### src/rtl/fib_pkg.sv
// Shared state encodings, overflow-policy constants and helpers for the
// Fibonacci sequence engine.
package fib_pkg;

   localparam logic [1:0] ST_IDLE = 2'b00;
   localparam logic [1:0] ST_LOAD = 2'b01;
   localparam logic [1:0] ST_RUN  = 2'b10;
   localparam logic [1:0] ST_DONE = 2'b11;

   typedef enum logic [1:0] {
      S_IDLE = ST_IDLE,
      S_LOAD = ST_LOAD,
      S_RUN  = ST_RUN,
      S_DONE = ST_DONE
   } state_t;

   localparam logic OVF_STOP = 1'b1;
   localparam logic OVF_WRAP = 1'b0;

   function automatic logic is_busy(state_t s);
      return (s == S_LOAD) || (s == S_RUN);
   endfunction

endpackage

### src/rtl/fib_seq_engine_if.sv
// Handshake and RAM write bus between the front end, the engine and the
// sequence RAM.
interface fib_seq_engine_if #(
   parameter int DATA_W = 16,
   parameter int ADDR_W = 4
);

   logic              start;
   logic [ADDR_W:0]   n_terms;
   logic              stop_on_ovf;
   logic              mem_we;
   logic [ADDR_W-1:0] mem_addr;
   logic [DATA_W-1:0] mem_wdata;
   logic              busy;
   logic              done;
   logic              ovf;
   logic [ADDR_W:0]   count;

   modport master (
      input  start, n_terms, stop_on_ovf,
      output mem_we, mem_addr, mem_wdata, busy, done, ovf, count
   );

   modport slave (
      output start, n_terms, stop_on_ovf,
      input  mem_we, mem_addr, mem_wdata, busy, done, ovf, count
   );

endinterface

### src/rtl/fib_datapath.sv
// Term pair registers and adder; a_bad marks a term that no longer fits in
// DATA_W bits (its true value is at least 2^DATA_W).
module fib_datapath #(
   parameter int DATA_W = 16
) (
   input  logic              clk,
   input  logic              rst,
   input  logic              load,
   input  logic              step,
   output logic [DATA_W-1:0] a,
   output logic              a_bad
);

   logic [DATA_W-1:0] a_q, b_q;
   logic              a_bad_q, b_bad_q;
   logic [DATA_W:0]   sum;

   assign sum = {1'b0, a_q} + {1'b0, b_q};

   always_ff @(posedge clk) begin
      if (rst) begin
         a_q     <= '0;
         b_q     <= '0;
         a_bad_q <= 1'b0;
         b_bad_q <= 1'b0;
      end else if (load) begin
         a_q     <= '0;
         b_q     <= {{(DATA_W-1){1'b0}}, 1'b1};
         a_bad_q <= 1'b0;
         b_bad_q <= 1'b0;
      end else if (step) begin
         a_q     <= b_q;
         a_bad_q <= b_bad_q;
         b_q     <= sum[DATA_W-1:0];
         // Once any operand is out of range every later term is too.
         b_bad_q <= b_bad_q | a_bad_q | sum[DATA_W];
      end
   end

   assign a     = a_q;
   assign a_bad = a_bad_q;

endmodule

### src/rtl/fib_seq_engine.sv
// Fibonacci sequence generator: writes F(0)..F(N-1) into RAM, one term per
// cycle, with start/busy/done handshake and overflow policy.
//
// state | meaning
// IDLE  | waiting for start; count/ovf hold results of last run
// LOAD  | seed datapath with a=0, b=1
// RUN   | write one term per cycle
// DONE  | one-cycle completion pulse
import fib_pkg::*;

module fib_seq_engine #(
   parameter int DATA_W = 16,
   parameter int ADDR_W = 4
) (
   input logic              clk,
   input logic              rst,
   fib_seq_engine_if.master bus
);

   localparam logic [ADDR_W:0] MAX_TERMS = {1'b1, {ADDR_W{1'b0}}};

   state_t            state_q, state_d;
   logic [ADDR_W:0]   n_q, count_q, count_inc, n_clamped;
   logic [ADDR_W-1:0] addr_q;
   logic              stop_q, ovf_q;
   logic [DATA_W-1:0] term;
   logic              term_bad;
   logic              load_en, step_en, ovf_stop_hit, last_term, accept;

   assign accept       = (state_q == S_IDLE) && bus.start;
   assign load_en      = (state_q == S_LOAD);
   assign ovf_stop_hit = (state_q == S_RUN) && (stop_q == OVF_STOP) && term_bad;
   assign step_en      = (state_q == S_RUN) && !ovf_stop_hit;
   assign count_inc    = count_q + (ADDR_W+1)'(1);
   assign last_term    = (count_inc == n_q);
   assign n_clamped    = (bus.n_terms > MAX_TERMS) ? MAX_TERMS : bus.n_terms;

   fib_datapath #(.DATA_W(DATA_W)) u_datapath (
      .clk   (clk),
      .rst   (rst),
      .load  (load_en),
      .step  (step_en),
      .a     (term),
      .a_bad (term_bad)
   );

   always_ff @(posedge clk) begin
      if (rst) state_q <= S_IDLE;
      else     state_q <= state_d;
   end

   always_comb begin
      state_d = state_q;
      case (state_q)
         S_IDLE: if (bus.start) state_d = (bus.n_terms == '0) ? S_DONE : S_LOAD;
         S_LOAD: state_d = S_RUN;
         S_RUN:  if (ovf_stop_hit || last_term) state_d = S_DONE;
         S_DONE: state_d = S_IDLE;
         default: state_d = S_IDLE;
      endcase
   end

   always_ff @(posedge clk) begin
      if (rst) begin
         n_q     <= '0;
         addr_q  <= '0;
         count_q <= '0;
         stop_q  <= OVF_STOP;
         ovf_q   <= 1'b0;
      end else if (accept) begin
         n_q     <= n_clamped;
         stop_q  <= bus.stop_on_ovf;
         addr_q  <= '0;
         count_q <= '0;
         ovf_q   <= 1'b0;
      end else if (step_en) begin
         addr_q  <= addr_q + ADDR_W'(1);
         count_q <= count_inc;
         // A bad term only gets written in wrap mode.
         if (term_bad && (stop_q == OVF_WRAP)) ovf_q <= 1'b1;
      end else if (ovf_stop_hit) begin
         ovf_q <= 1'b1;
      end
   end

   assign bus.mem_we    = step_en;
   assign bus.mem_addr  = addr_q;
   assign bus.mem_wdata = term;
   assign bus.busy      = is_busy(state_q);
   assign bus.done      = (state_q == S_DONE);
   assign bus.ovf       = ovf_q;
   assign bus.count     = count_q;

endmodule

### src/flat_wrapper.sv
// flat-port wrapper written by rule: the top's interface ports become plain ports
module fib_seq_engine_flat 
#(
   parameter int DATA_W = 16,
   parameter int ADDR_W = 4
)
  (clk, rst, bus_start, bus_n_terms, bus_stop_on_ovf, bus_mem_we, bus_mem_addr, bus_mem_wdata, bus_busy, bus_done, bus_ovf, bus_count);
  fib_seq_engine_if #(.DATA_W(DATA_W), .ADDR_W(ADDR_W)) bus_i ();
  input logic clk;
  input logic rst;
  input wire logic [$bits(bus_i.start)-1:0] bus_start;
  input wire logic [$bits(bus_i.n_terms)-1:0] bus_n_terms;
  input wire logic [$bits(bus_i.stop_on_ovf)-1:0] bus_stop_on_ovf;
  output wire logic [$bits(bus_i.mem_we)-1:0] bus_mem_we;
  output wire logic [$bits(bus_i.mem_addr)-1:0] bus_mem_addr;
  output wire logic [$bits(bus_i.mem_wdata)-1:0] bus_mem_wdata;
  output wire logic [$bits(bus_i.busy)-1:0] bus_busy;
  output wire logic [$bits(bus_i.done)-1:0] bus_done;
  output wire logic [$bits(bus_i.ovf)-1:0] bus_ovf;
  output wire logic [$bits(bus_i.count)-1:0] bus_count;
  assign bus_i.start = bus_start;
  assign bus_i.n_terms = bus_n_terms;
  assign bus_i.stop_on_ovf = bus_stop_on_ovf;
  assign bus_mem_we = bus_i.mem_we;
  assign bus_mem_addr = bus_i.mem_addr;
  assign bus_mem_wdata = bus_i.mem_wdata;
  assign bus_busy = bus_i.busy;
  assign bus_done = bus_i.done;
  assign bus_ovf = bus_i.ovf;
  assign bus_count = bus_i.count;
  fib_seq_engine #(.DATA_W(DATA_W), .ADDR_W(ADDR_W)) u_core (.clk(clk), .rst(rst), .bus(bus_i));
endmodule
### config.mk
export PLATFORM = sky130hd
export DESIGN_NAME = fib_seq_engine_flat
export DESIGN_NICKNAME = d
export VERILOG_FILES = /design/src/rtl/fib_pkg.sv /design/src/rtl/fib_seq_engine_if.sv /design/src/rtl/fib_datapath.sv /design/src/rtl/fib_seq_engine.sv /design/src/flat_wrapper.sv
export SDC_FILE = /design/constraint.sdc
export NUM_CORES = 1
export LEC_CHECK = 0
export CORE_MARGIN = 5
export CORE_UTILIZATION = 55
export CTS_BUF_LIST = sky130_fd_sc_hd__clkbuf_2 sky130_fd_sc_hd__clkbuf_4 sky130_fd_sc_hd__clkbuf_8
export DETAILED_ROUTE_END_ITERATION = 8
export PLACE_DENSITY = 0.79
export SLEW_MARGIN = 10
export SYNTH_ARGS = -nofsm -noshare
export SYNTH_HDL_FRONTEND = slang
export SYNTH_HIERARCHICAL = 1
export SYNTH_SLANG_ARGS = --single-unit
### constraint.sdc
create_clock -name clk -period 6.1 [get_ports clk]
set_input_delay 1.83 -clock clk [delete_from_list [all_inputs] [get_ports clk]]
set_output_delay 1.83 -clock clk [all_outputs]
set_load 0.01 [all_outputs]
[After elaboration in Yosys (flattened, before gate mapping)]
Index checks and enable logic that the tools add are counted.
Storage, ports and cells
  word-level logic and storage cells: 51
  register bits after elaboration: 52
Cells by class
  reductions and logical operators: 16
  equal/unequal tests: 7
  $lt $le $gt $ge: 1
  add/subtract/negate cells: 3
  bitwise logic cells: 3
  multiplexer cells: 10
Operator list (count)
  $add 16x16->17: 1
  $pmux 2 s4: 1
  $mux 2: 3
  $add 5x1->5 const B: 1
  $eq 5x5->1: 1
  $gt 5x5->1 const B: 1
  $logic_and 1x1->1: 5
  $logic_not 5->1: 1
  $mux 1: 5
  $mux 5: 1
  $add 4x1->4 const B: 1
  $eq 2x2->1 const B: 2
  $ne 2x2->1 const B: 2
  $reduce_and 2->1: 2
  $reduce_bool 2->1: 2
  $reduce_or 2->1: 2
  $eq 2x1->1 const B: 1
  $logic_not 2->1: 1
  $logic_or 1x1->1: 2
  $ne 2x1->1 const B: 1
  $or 1x1->1: 2
  $logic_not 1->1: 1
  $not 1->1: 1

[Depth between registers and ports, before layout]
Gate-level depths: netlist of the first run.
  depth in word-level cells: 7
  mapped depth: 10
  mapped depth without buffers: 7

[By module]
The synthesis of the first run kept the hierarchy.
Modules (own cells, without submodules)
  fib_datapath: instances 1, cells each 232, sequential area each 680.7 um^2, area each 2044.5 um^2
  fib_seq_engine: instances 1, cells each 102, sequential area each 360.3 um^2, area each 919.6 um^2

[Worst setup path after synthesis of the first run]
OpenSTA, ideal clock, no wires.
  path type: reg-to-output
  start point: register u_core.state_q[0]
  end point: output port bus_mem_we
  data arrival time: 1.173 ns
  stages on the path, launching flop included: 5
  setup slack: 3.097 ns
  cell sequence: dfxtp_1 > inv_1 > ha_1 > a21boi_2 > buf_1
On the way
  word-level cells in the longest chain between the ends: 5
RTL lines
  start, declared: line fib_seq_engine.sv:22  | state_t state_q, state_d;
  start signal, assigned: line fib_seq_engine.sv:49  | else state_q <= state_d;
  $eq 2x2->1 *: line fib_seq_engine.sv:32, fib_seq_engine.sv:33
  $logic_and 1x1->1 (2 in series): line fib_seq_engine.sv:32  | assign ovf_stop_hit = (state_q == S_RUN) && (stop_q == OVF_STOP) && term_bad;
  $logic_not 1->1: line fib_seq_engine.sv:33  | assign step_en = (state_q == S_RUN) && !ovf_stop_hit;
  $logic_and 1x1->1 *: line fib_seq_engine.sv:33
  end, declared: line flat_wrapper.sv:14  | output wire logic [$bits(bus_i.mem_we)-1:0] bus_mem_we;
Mark *: on every way between the ends. The rest lies on a longest branch, timed or not.

[Final worst setup path of the first run]
  start point: input port rst
  end point: register u_core.u_datapath.b_q[15]
On the way
  word-level cells in the longest chain between the ends: 1
RTL lines
  start, declared: line flat_wrapper.sv:10  | input logic rst;
  $reduce_or 2->1 (no line)
  end signal, assigned: line fib_datapath.sv:28  | b_q <= {{(DATA_W-1){1'b0}}, 1'b1};
  end signal, assigned: line fib_datapath.sv:34  | b_q <= sum[DATA_W-1:0];
  end, declared: line fib_datapath.sv:14  | logic [DATA_W-1:0] a_q, b_q;
Every way passes these cells.
A chain may end at the register's enable or synchronous reset.

==> results of run 1 <==
-- final cells by class --
type / count / area, um2 / share of cell area
Multi-Input combinational cell: 262 / 1850 / 0.532
Sequential cell: 52 / 1040 / 0.299
Timing Repair Buffer: 38 / 378 / 0.108
Tap cell: 70 / 87.6 / 0.0251
Clock buffer: 6 / 76.3 / 0.0219
Clock inverter: 2 / 35.0 / 0.0101
Inverter: 4 / 15.0 / 0.00431
-- sequential cells by signal, summed over array words and instances, names as in the netlist --
register,cells
u_core/stop_q,1
u_core/u_datapath/a_bad,1
u_core/bus.count,5
u_core/u_datapath/b_q,16
u_core/u_datapath/b_bad_q,1
u_core/bus.mem_addr,4
u_core/bus.ovf,1
u_core/state_q,2
u_core/u_datapath/a,16
u_core/n_q,5
-- through the flow --
stage	instances	hold slack, ps
after global routing	434	517
after global placement	426	467
after detailed placement	426	466
final	434	477
after CTS	434	479
after floorplan	334	450
-- kinds of logic (layout without fill, tap and decap cells) --
logic type	count (synthesis)	count (layout)	synth area share
flip-flops	52	52	0.351
AO/OA/AOI/OAI	70	70	0.161
buffers and inverters	20	50	0.0262
XOR/XNOR	20	20	0.0591
AND/OR/NAND/NOR	123	123	0.214
adder cells (fa/ha/maj)	24	24	0.104
multiplexers	25	25	0.0848
-- worst paths after layout --
check	end	cells past startpoint	slack, ps	start
min reg2reg	u_core/n_q[4]	2	480	u_core/n_q[4]
max reg2reg	u_core/u_datapath/b_q[15]	8	3710	u_core/state_q[0]
min	u_core/n_q[4]	2	480	u_core/n_q[4]
max	u_core/u_datapath/b_q[15]	6	2330	rst
-- power by group through the flow --
stage | logic [uW] | clock network [uW] | registers (uW)
2_1_floorplan | 245 | 0 | 394
4_1_cts | 324 | 246 | 390
5_1_grt | 360 | 257 | 393
3_5_place_dp | 322 | 0 | 398
3_3_place_gp | 318 | 0 | 396
6_report | 325 | 239 | 390
-- cell usage in the layout (no fill, tap or decap), types with 4 or more instances in the layout --
cell type and n:
a211oi_1 5, nor2_1 50, mux2i_1 24, xnor2_1 10, xor2_1 10, dfxtp_1 52, inv_1 4, nand2_1 15
nand3b_1 7, a21o_1 5, ha_1 23, o21ai_0 11, nand3_1 12, o211ai_1 4, clkdlybuf4s50_1 37, a21oi_1 22
nor3b_1 9, clkbuf_8 5, nand4_1 7
-- metal layers --
layer / global-route usage / vias up / wire length, um
li1: - / 1265 / -
met1: 0.246 / 1164 / 3160
met2: 0.308 / 51 / 2820
met3: 0.0366 / 11 / 233
met4: 0.0599 / 0 / 109
met5: 0 / - / 0
-- critical path, cell delays in order --
cell and delay, ps:
clkdlybuf4s50_1 620, nor2_1 740, nand3_1 170, a211o_1 320
a31o_2 210, o311ai_0 90
==> results.json, run 1 <==
{
  "yosys-top-cells-area": "dfxtp_1 35%, ha_1 9.7%, mux2i_1 8.1%, nor2_1 6.3%, a21oi_1 3.7%",
  "drc": 0,
  "rsz0062_at_grt": "false",
  "die_x_um": 83.4,
  "syn_nets": 367,
  "drv_slew": 0,
  "pre_cts_ws_ps": 2060,
  "core_um2": 5170,
  "yosys.area.top_type_share": 0.351,
  "cp-start-kind": "primary input",
  "cts_tree": "done",
  "setup_ws_ps": 2330,
  "p_sw_uw": 323,
  "endpoint_kind": "flop",
  "cts_max_path_buffers": 2,
  "syn-cell-area_um2": 2960,
  "synth_cell_types": 51,
  "tns_ps": 0,
  "rows": 26,
  "die_h_um": 83.4,
  "track_usage": 0.187,
  "grt_pass1_vias": 2462,
  "place_congestion": 0.844,
  "via_per_inst": 5.74,
  "routed_wl_mm": 6.31,
  "worstHoldPathType": "flop to flop",
  "ys.flop_type": "dfxtp_1",
  "ys_seq_elements": 52,
  "grt.overflow.total": 0,
  "path_max_fanout": 13,
  "synth_common_cells": "52 x dfxtp_1, 50 x nor2_1, 24 x mux2i_1",
  "tightest_slew_ps": 846,
  "wire_per_inst_um": 14.5,
  "slew_headroom": 0.434,
  "period_share": 0.618,
  "vias": 2491,
  "status": "finished, final reports clean",
  "finClkSkew_ps": 3.78,
  "syn-instance-count": 334,
  "fillCellCount": 430,
  "cts_resized": 0,
  "drt.antenna.violating_nets": 0,
  "cts_root_buf": "clkbuf_8",
  "clock_sinks": 52,
  "hpwl_mm": 4.51,
  "layout.nets": 396,
  "layout-area-overhead-vs-synth_pct": 17.6,
  "yosysMostFrequentCell": "dfxtp_1",
  "power_uw": 954,
  "first_iter_violations": 141,
  "antenna_cells": 0,
  "peakVddDrop_v": 0.000227,
  "place_area_um2": 3370,
  "leakage_uw": 0.00133,
  "synth_edf_count": 0,
  "ios": 38,
  "cts_buffers": 5,
  "cts.clk_slew.worst_paths_ps": 90,
  "seq_area_frac_synth": 0.351,
  "clock_latency_ps": 310,
  "hold_viol": 0,
  "fmax_mhz": 265,
  "initial_core_util": 0.573,
  "dieArea_um2": 6960,
  "grt_max_degree": 64,
  "seq_power_share": 0.409,
  "finalCriticalPeriod_ps": 3770,
  "power.share.clock": 0.250,
  "drtPass1Iterations": 4,
  "htree_levels": 2,
  "cap_violations": 0,
  "comb_power_share": 0.341,
  "postLayoutCoreUtil": 0.674,
  "cts_hold_buf": 0,
  "antenna_found_initial": 0,
  "synth_warnings": 6,
  "cp_data_required_time_ps": 6310,
  "setup_viol": 0,
  "intPower_uw": 631,
  "switching_share": 0.339,
  "cts_setup_buffers": 0,
  "grt_pass1_wl_mm": 11.1,
  "postSynthAreaPerCell_um2": 8.87,
  "worstPathArrival_ps": 3970,
  "critPathKind": "primary input to flop",
  "yosys.area.top_type": "dfxtp_1",
  "synthArstFlopShare": 0,
  "power_density_nw_per_um2": 274,
  "final_area_um2": 3490,
  "port_buffers": 37,
  "drive_gt1_frac": 0.0522
}
(Power assumes the default switching activity.)
==> run 2: changes to the inputs <==
Settings changed: CORE_UTILIZATION 55 to 52.
Clock period 6.1 ns to 3.3 ns, I/O delays scaled along.
==> run 2 against run 1 <==
  * Worst hold slack improved by 4.4 ps
  * Setup slack got worse by 1800 ps
  * Critical path depth decreased by 2
  * Die area increased by 5.1%
  * Non-clock buffer count increased by 3
  * Cell count increased by 0.92%
  * Clock power increased by 44%
  * Via count decreased by 0.40%
  * Sequential power increased by 85%
  * First-iteration DRC count increased by 56%
  * Sequential share of layout area about the same
  * Cell area decreased by 0.14%
  * Largest power group unchanged
  * Highest routed layer unchanged
==> results.json, run 2 (synthesized netlist as in run 1, its figures left out) <==
{
  "wire_per_inst_um": 14.0,
  "comb_power_share": 0.367,
  "cts_tree": "done",
  "intPower_uw": 1100,
  "tns_ps": 0,
  "p_sw_uw": 585,
  "antenna_found_initial": 0,
  "port_buffers": 37,
  "finClkSkew_ps": 3.76,
  "cts_max_path_buffers": 2,
  "slowest_stage": "clkdlybuf4s50_1",
  "rsz0062_at_grt": "false",
  "final_common_cell": "dfxtp_1",
  "final_cell_mix": "52 x dfxtp_1, 50 x nor2_1, 37 x clkdlybuf4s50_1",
  "place_congestion": 0.903,
  "cts_setup_buffers": 0,
  "period_share": 0.829,
  "cp_top_family": "buffers and inverters",
  "routed_wl_mm": 6.15,
  "cts_resized": 0,
  "cts.clk_slew.worst_paths_ps": 90,
  "fillCellCount": 501,
  "layout.nets": 399,
  "finalCriticalPeriod_ps": 2740,
  "status": "finished, final reports clean",
  "worstHoldPathType": "flop to flop",
  "hpwl_mm": 4.49,
  "htree_levels": 2,
  "antenna_cells": 0,
  "clock_latency_ps": 290,
  "worstPathArrival_ps": 1750,
  "endpoint_kind": "primary output",
  "via_per_inst": 5.66,
  "vias": 2481,
  "track_usage": 0.170,
  "critPathBufInv": 2,
  "setup_ws_ps": 564,
  "die_x_um": 85.5,
  "setup_viol": 0,
  "r2r_cells": 8,
  "initial_core_util": 0.535,
  "slew_headroom": 0.512,
  "core_um2": 5540,
  "peakVddDrop_v": 0.000416,
  "hold_ws_ps": 482,
  "drc": 0,
  "critPathMaxStageDelay_ps": 550,
  "path_depth": 4,
  "cp-start-kind": "flop",
  "die_h_um": 85.5,
  "cp_data_required_time_ps": 2310,
  "grt_max_degree": 64,
  "drive_gt1_frac": 0.0574,
  "hold_viol": 0,
  "min_path_cells": 2,
  "leakage_uw": 0.00133,
  "cts_hold_buf": 0,
  "path_max_fanout": 4,
  "first_iter_violations": 220,
  "rows": 27,
  "crit_chain": "inv_1 -> ha_1 -> a21boi_4 -> clkdlybuf4s50_1",
  "layout-area-overhead-vs-synth_pct": 17.4,
  "drtPass1Iterations": 4,
  "cts_root_buf": "clkbuf_8",
  "drt.antenna.violating_nets": 0,
  "tightest_slew_ps": 733,
  "critPathKind": "flop to primary output",
  "pre_cts_ws_ps": 552,
  "power_density_nw_per_um2": 483,
  "seq_power_share": 0.429,
  "power.share.clock": 0.204,
  "cap_violations": 0,
  "dieArea_um2": 7310,
  "grt.overflow.total": 0,
  "ios": 38,
  "grt_pass1_wl_mm": 10.4,
  "grt_pass1_vias": 2338,
  "switching_share": 0.348,
  "fmax_mhz": 365,
  "drv_slew": 0,
  "cts_buffers": 5,
  "clock_sinks": 52
}
-- run 2: cell count changes in the layout (fill, tap and decap cells not counted) --
cell       delta
buf_4         +3
bufinv_16     -1
-- run 2: routing by layer --
layer,global-route usage,up-vias,wire length (um)
li1,-,1269,-
met4,0.0460,0,59
met5,0,-,0
met3,0.0317,6,357
met1,0.228,1147,2880
met2,0.280,59,2850
-- run 2: stage by stage --
step                power (uW)  utilization  instance area, um2  instances
floorplan                 1180            -                2960        334
global placement          1330        0.614                3400        431
detailed placement        1350        0.614                3400        431
CTS                       1700        0.628                3480        438
global route              1800        0.628                3480        438
finish                    1680        0.628                3480        438
-- run 2: power groups by stage --
stage / Clock (uW) / Sequential (uW) / Combinational, uW
3_3_place_gp: 0 / 732 / 601
2_1_floorplan: 0 / 728 / 453
3_5_place_dp: 0 / 736 / 614
4_1_cts: 360 / 721 / 617
6_report: 343 / 721 / 617
5_1_grt: 383 / 729 / 684
-- run 2: area by class of cell --
class                   count  area [um2]  area share
clock buffers               6        76.3      0.0219
multi-input cells         262        1850       0.532
well taps                  72        90.1      0.0259
flip-flops and latches     52        1040       0.299
inverters                   4        15.0     0.00431
clock inverters             1        5.00     0.00144
repair buffers             41         400       0.115
-- run 2: worst paths after layout --
kind	end	slack, ps	startpoint
setup / recovery	bus_mem_we	560	u_core/state_q[0]
hold / removal	u_core/n_q[4]	480	u_core/n_q[4]
setup reg to reg	u_core/u_datapath/b_q[15]	890	u_core/state_q[0]
hold reg to reg	u_core/n_q[4]	480	u_core/n_q[4]
-- run 2: tightest hold or removal path: stages, from the launching register on --
cell and delay (ps):
dfxtp_1 330, nand2_1 50, a21oi_1 50
